## src/rtl/mem_pkg.sv

```systemverilog
// Shared memory-subsystem encodings: access size codes, error codes and the
// LSU state encoding. Also imported by the ram and the bus decoder.
package mem_pkg;

   localparam logic [1:0] SZ_BYTE = 2'b00;
   localparam logic [1:0] SZ_HALF = 2'b01;
   localparam logic [1:0] SZ_WORD = 2'b10;
   localparam logic [1:0] SZ_ILL  = 2'b11;

   localparam logic [1:0] ERR_OK       = 2'b00;
   localparam logic [1:0] ERR_MISALIGN = 2'b01;
   localparam logic [1:0] ERR_RANGE    = 2'b10;
   localparam logic [1:0] ERR_SIZE     = 2'b11;

   localparam logic [1:0] ST_IDLE   = 2'd0;
   localparam logic [1:0] ST_ACCESS = 2'd1;
   localparam logic [1:0] ST_RESP   = 2'd2;

endpackage

```

## src/rtl/lsu_addr_check.sv

```systemverilog
// Effective-address generation and request classification (size, alignment,
// window range), purely combinational.
module lsu_addr_check
   import mem_pkg::*;
#(
   parameter logic [31:0] MEM_BASE = 32'h0000_0000,
   parameter int unsigned MEM_SIZE = 1024
) (
   input  logic [31:0] base,
   input  logic [31:0] offset,
   input  logic [1:0]  size,
   output logic [31:0] ea,
   output logic [1:0]  err
);

   logic [31:0] rel;

   assign ea  = base + offset;
   // An address below MEM_BASE wraps to a huge offset, so one compare covers both bounds.
   assign rel = ea - MEM_BASE;

   always_comb begin
      err = ERR_OK;
      if (size == SZ_ILL) begin
         err = ERR_SIZE;
      end else if ((size == SZ_HALF && ea[0]) ||
                   (size == SZ_WORD && ea[1:0] != 2'b00)) begin
         err = ERR_MISALIGN;
      end else if (rel >= 32'(MEM_SIZE)) begin
         err = ERR_RANGE;
      end
   end

endmodule

```

## src/rtl/lsu.sv

```systemverilog
// Load/store unit: one outstanding request, a single-cycle RAM access and a
// registered response held until writeback takes it.
module lsu
   import mem_pkg::*;
#(
   parameter logic [31:0] MEM_BASE = 32'h0000_0000,
   parameter int unsigned MEM_SIZE = 1024
) (
   input  logic        clk_i,
   input  logic        rst_i,
   input  logic        req_valid_i,
   output logic        req_ready_o,
   input  logic        req_we_i,
   input  logic [1:0]  req_size_i,
   input  logic        req_unsigned_i,
   input  logic [31:0] req_base_i,
   input  logic [31:0] req_offset_i,
   input  logic [31:0] req_wdata_i,
   input  logic [4:0]  req_rd_i,
   output logic [31:0] ram_addr_o,
   output logic [31:0] ram_wdata_o,
   output logic        ram_we_o,
   output logic [1:0]  ram_hb_o,
   output logic        ram_uload_o,
   input  logic [31:0] ram_rdata_i,
   output logic        resp_valid_o,
   input  logic        resp_ready_i,
   output logic [31:0] resp_rdata_o,
   output logic [4:0]  resp_rd_o,
   output logic [1:0]  resp_err_o
);

   logic [1:0]  state;
   logic [31:0] ea_q;
   logic [31:0] wdata_q;
   logic        we_q;
   logic [1:0]  size_q;
   logic        uns_q;
   logic [4:0]  rd_q;
   logic [1:0]  err_q;
   logic [31:0] rdata_q;
   logic [31:0] chk_ea;
   logic [1:0]  chk_err;

   lsu_addr_check #(
      .MEM_BASE(MEM_BASE),
      .MEM_SIZE(MEM_SIZE)
   ) u_addr_check (
      .base   (req_base_i),
      .offset (req_offset_i),
      .size   (req_size_i),
      .ea     (chk_ea),
      .err    (chk_err)
   );

   always_ff @(posedge clk_i or posedge rst_i) begin
      if (rst_i) begin
         state   <= ST_IDLE;
         ea_q    <= '0;
         wdata_q <= '0;
         we_q    <= 1'b0;
         size_q  <= SZ_WORD;
         uns_q   <= 1'b0;
         rd_q    <= '0;
         err_q   <= ERR_OK;
         rdata_q <= '0;
      end else begin
         case (state)
            ST_IDLE: begin
               if (req_valid_i) begin
                  ea_q    <= chk_ea;
                  wdata_q <= req_wdata_i;
                  we_q    <= req_we_i;
                  size_q  <= req_size_i;
                  uns_q   <= req_unsigned_i;
                  rd_q    <= req_rd_i;
                  err_q   <= chk_err;
                  rdata_q <= '0;
                  state   <= (chk_err != ERR_OK) ? ST_RESP : ST_ACCESS;
               end
            end
            ST_ACCESS: begin
               rdata_q <= we_q ? 32'd0 : ram_rdata_i;
               state   <= ST_RESP;
            end
            ST_RESP: begin
               if (resp_ready_i) state <= ST_IDLE;
            end
            default: state <= ST_IDLE;
         endcase
      end
   end

   // RAM strobes are gated by state, so an async reset drops them at once.
   assign req_ready_o  = (state == ST_IDLE) && !rst_i;
   assign ram_addr_o   = ea_q;
   assign ram_wdata_o  = wdata_q;
   assign ram_we_o     = (state == ST_ACCESS) && we_q;
   assign ram_hb_o     = (state == ST_ACCESS) ? size_q : SZ_WORD;
   assign ram_uload_o  = (state == ST_ACCESS) && uns_q;
   assign resp_valid_o = (state == ST_RESP);
   assign resp_rdata_o = rdata_q;
   assign resp_rd_o    = rd_q;
   assign resp_err_o   = err_q;

endmodule

```

## config.mk

```make
export PLATFORM = sky130hd
export DESIGN_NAME = lsu
export DESIGN_NICKNAME = d
export VERILOG_FILES = /design/src/rtl/mem_pkg.sv /design/src/rtl/lsu_addr_check.sv /design/src/rtl/lsu.sv
export SDC_FILE = /design/constraint.sdc
export NUM_CORES = 1
export LEC_CHECK = 0
export ABC_AREA = 1
export CORE_MARGIN = 10
export CORE_UTILIZATION = 47
export CTS_BUF_LIST = sky130_fd_sc_hd__clkbuf_8
export DETAILED_ROUTE_END_ITERATION = 8
export PLACE_DENSITY_LB_ADDON = 0.05
export SLEW_MARGIN = 25
export SYNTH_ARGS = -nofsm -noshare
export SYNTH_HDL_FRONTEND = slang
export SYNTH_HIERARCHICAL = 1
export SYNTH_SLANG_ARGS = --single-unit
```

## constraint.sdc

```tcl
create_clock -name clk_i -period 4.48 [get_ports clk_i]
set_input_delay 0.448 -clock clk_i [delete_from_list [all_inputs] [get_ports clk_i]]
set_output_delay 0.448 -clock clk_i [all_outputs]
set_load 0.01 [all_outputs]
```

==> metrics <==
status=finished clean; worst path required time=about 4.7 ns; P&R area growth vs syn=41.3%; Core Footprint=14,500 sq um; met3 wire len=1610 microns; Clk Tree Root Cell=clkbuf_8; Boundary Pins=250; most frequent cells in the layout=nand2_1 (378), clkdlybuf4s50_1 (248), nand3_1 (180); Hold-fix buffers, CTS=0; Switching Share=0.353; CTS H-Tree Depth=3; Fmax achieved=339 MHz; DP HPWL=18,300 microns; most frequent CP cell=nand2_1; Routed WL per cell=16.2 microns; Syn Inst Count=roughly 1,000; Logic pwr share=0.435; Initial Util=0.476; pre-CTS setup slack=approximately 1.2 ns; vias in the first global route=7,205; RSZ-0062 raised after global routing=false; Tot GR Track Use=0.224; period utilisation layout=0.659; headroom to the max-slew limit=0.483; drt drc=0; Clock Power Share=0.194; die width=141 microns; Worst setup SP type=input port; antenna viol nets, final=0; CP arrival=3.21 ns; aggregate global routing overflow=0; Hold Crit Class=input port to async pin; sequential area share after synthesis=0.396; Met1 Wirelength=roughly 9300 microns; vias per cell=5.17; leak pwr=5.07 nW; Clock Skew=a little under 0.009 ns; uppermost layer routed=met4; syn nets=1,174; Int Pwr=2.39 mW; Sink Count=~110; PD cells=379 nW/um^2; 1st-iter DRT viols=529; Mapped Area=6900 sq um; Finished Layout Cells=approximately 1,400; First-pass DRT Iterations=5; crit path kind=input port to flip-flop; die footprint=19,900 sq um; Max Root-Sink Buffers=2; num rows=44; worst-path fanout max=4; detailed-route via count=around 7,300; placed cell count=1,404; Distinct cells, synth=35; first-pass GRT wire length=roughly 37,000 microns; CP bufs+invs=4; Routed met2 length=around 11,000 microns; gpl congestion=0.915; Period minus WS final=a little under 3 ns; Setup Viol. Count Final=0; Slew @ Worst Pin=0.776 ns; final setup margin=~1.5 ns; CP cell instances=clkdlybuf4s50_1 > ha_1 > inv_1 > fa_1 > inv_1 > nand2_1 > nand3_2 > nand2_1 > nand2_1 > nand2_1 > nand3_1 > nand2_1 > nand2_1 > nand2_1 > nor2_1 > nand3_1 > nor2_1 > nor2_1 > inv_1 > nand3_1 > nand2_1 > nand2_1; Yosys reg bits=109; CTS clock-pin slew for the worst setup and hold paths=0.09 ns; largest net degree at the start of global routing=77; peak supply drop=0.189 mV; setup TNS=0 ns; initial antenna violation count=1; CP Capture Type=flip-flop; Worst path max stage delay=0.46 ns; Clock Latency Late Sink=roughly 0.37 ns; port bufs=249; CTS tree=done; maxcap violations=0; Slew Limit Fails=0; Syn Area/Cell=6.89 sq um; Synth warnings=6; Filler cells=1,289; critical path's top delay family=simple AND/OR/NAND/NOR gates; switching pwr=between 1 and 1.5 mW; Seq pwr share=0.371; Post-CTS Setup Inserts=0; overall routed net length=roughly 23,000 microns; nets=1,404; TritonCTS buffer count=9; layout cells sized above 1=0.0502; most common cell after layout, fill and taps aside=nand2_1; post-CTS sizing=0; die height=roughly 140 microns; critical-path cell with the highest stage delay=clkdlybuf4s50_1; final hold vios=0
[kinds of logic (layout without fill, tap and decap cells)]
| logic type | count (synthesis) | after routing | synth area share |
|---|---|---|---|
| AOI/OAI and AO/OA | 44 | 44 | 0.0352 |
| xor gates and xnor gates | 10 | 10 | 0.0127 |
| adders and majority gates | 32 | 32 | 0.0591 |
| buffers and inverters | 152 | 386 | 0.0889 |
| DFF | 109 | 109 | 0.396 |
| other | 0 | 1 | 0 |
| and+or+nand+nor | 654 | 654 | 0.408 |
[synth_stat cells (all sizes together)]
master	count	share of area
a21oi	29	0.023
a31oi	1	0.00091
and2	1	0.00091
buf	28	0.021
clkbuf	9	0.0049
clkinv	1	0.00054
dfrtp	108	0.39
dfstp	1	0.0038
fa	1	0.0029
ha	31	0.056
inv	114	0.062
nand2	391	0.22
nand3	181	0.13
nand3b	3	0.0033
nand4	11	0.010
nor2	56	0.034
nor3	9	0.0096
o211ai	1	0.0011
o21ai	10	0.0073
o21bai	2	0.0022
o31ai	1	0.0011
or2	2	0.0018
xnor2	2	0.0025
xor2	8	0.010
[registers in the layout, indices dropped and copies added (netlist names)]
register / count
ram_addr_o: 32
ram_wdata_o: 32
resp_rdata_o: 32
resp_rd_o: 5
resp_err_o: 2
size_q: 2
state: 2
uns_q: 1
we_q: 1
[path summary, 6_finish.rpt]
path | start | end | slack (ns) | depth (start not counted)
max reg2reg | state[0]$_DFFE_PP0P_ | ram_wdata_o[10]$_DFFE_PP0P_ | 2.70 | 5
min | rst_i | resp_rdata_o[13]$_DFFE_PP0P_ | 0.44 | 2
max in group asynchronous | rst_i | ram_wdata_o[13]$_DFFE_PP0P_ | 3.14 | 3
min reg2reg | size_q[1]$_DFFE_PP1P_ | size_q[1]$_DFFE_PP1P_ | 0.47 | 2
max | req_offset_i[0] | state[1]$_DFFE_PP0P_ | 1.53 | 22
min in group clk_i | size_q[1]$_DFFE_PP1P_ | size_q[1]$_DFFE_PP1P_ | 0.47 | 2
[per-stage QoR]
stage | instance area (sq um) | hold WS, ns | power (mW) | util
3_5_place_dp | 9500 | 0.457 | 3.01 | 0.656
2_1_floorplan | 6900 | 0.440 | 2.14 | -
5_1_grt | 9750 | 0.465 | 3.93 | 0.673
6_report | 9750 | 0.438 | 3.69 | 0.673
3_3_place_gp | 9500 | 0.451 | 2.98 | 0.656
4_1_cts | 9750 | 0.427 | 3.72 | 0.673
[final cells by class]
class	instances	area, sq um	share of cell area
Antenna cell	1	2.50	0.000257
Clock buffer	11	151	0.0155
Clock inverter	4	95.1	0.00975
Inverter	115	434	0.0445
Multi-Input combinational cell	740	3570	0.366
Sequential cell	109	2730	0.280
Tap cell	184	230	0.0236
Timing Repair Buffer	256	2540	0.261
[power groups by stage]
stage	Clock, mW	Sequential, mW	Combinational, mW
2_1_floorplan	0	1.50	0.647
3_3_place_gp	0	1.38	1.60
3_5_place_dp	0	1.39	1.62
4_1_cts	0.726	1.37	1.62
5_1_grt	0.775	1.40	1.76
6_report	0.716	1.37	1.60
[routing by layer]
layer | vias up | track usage
met5 | - | 0
met4 | 0 | 0.103
met3 | 46 | 0.0383
met2 | 268 | 0.382
met1 | 3386 | 0.267
li1 | 3638 | -
No activity file was read; power rests on OpenSTA's default activity.
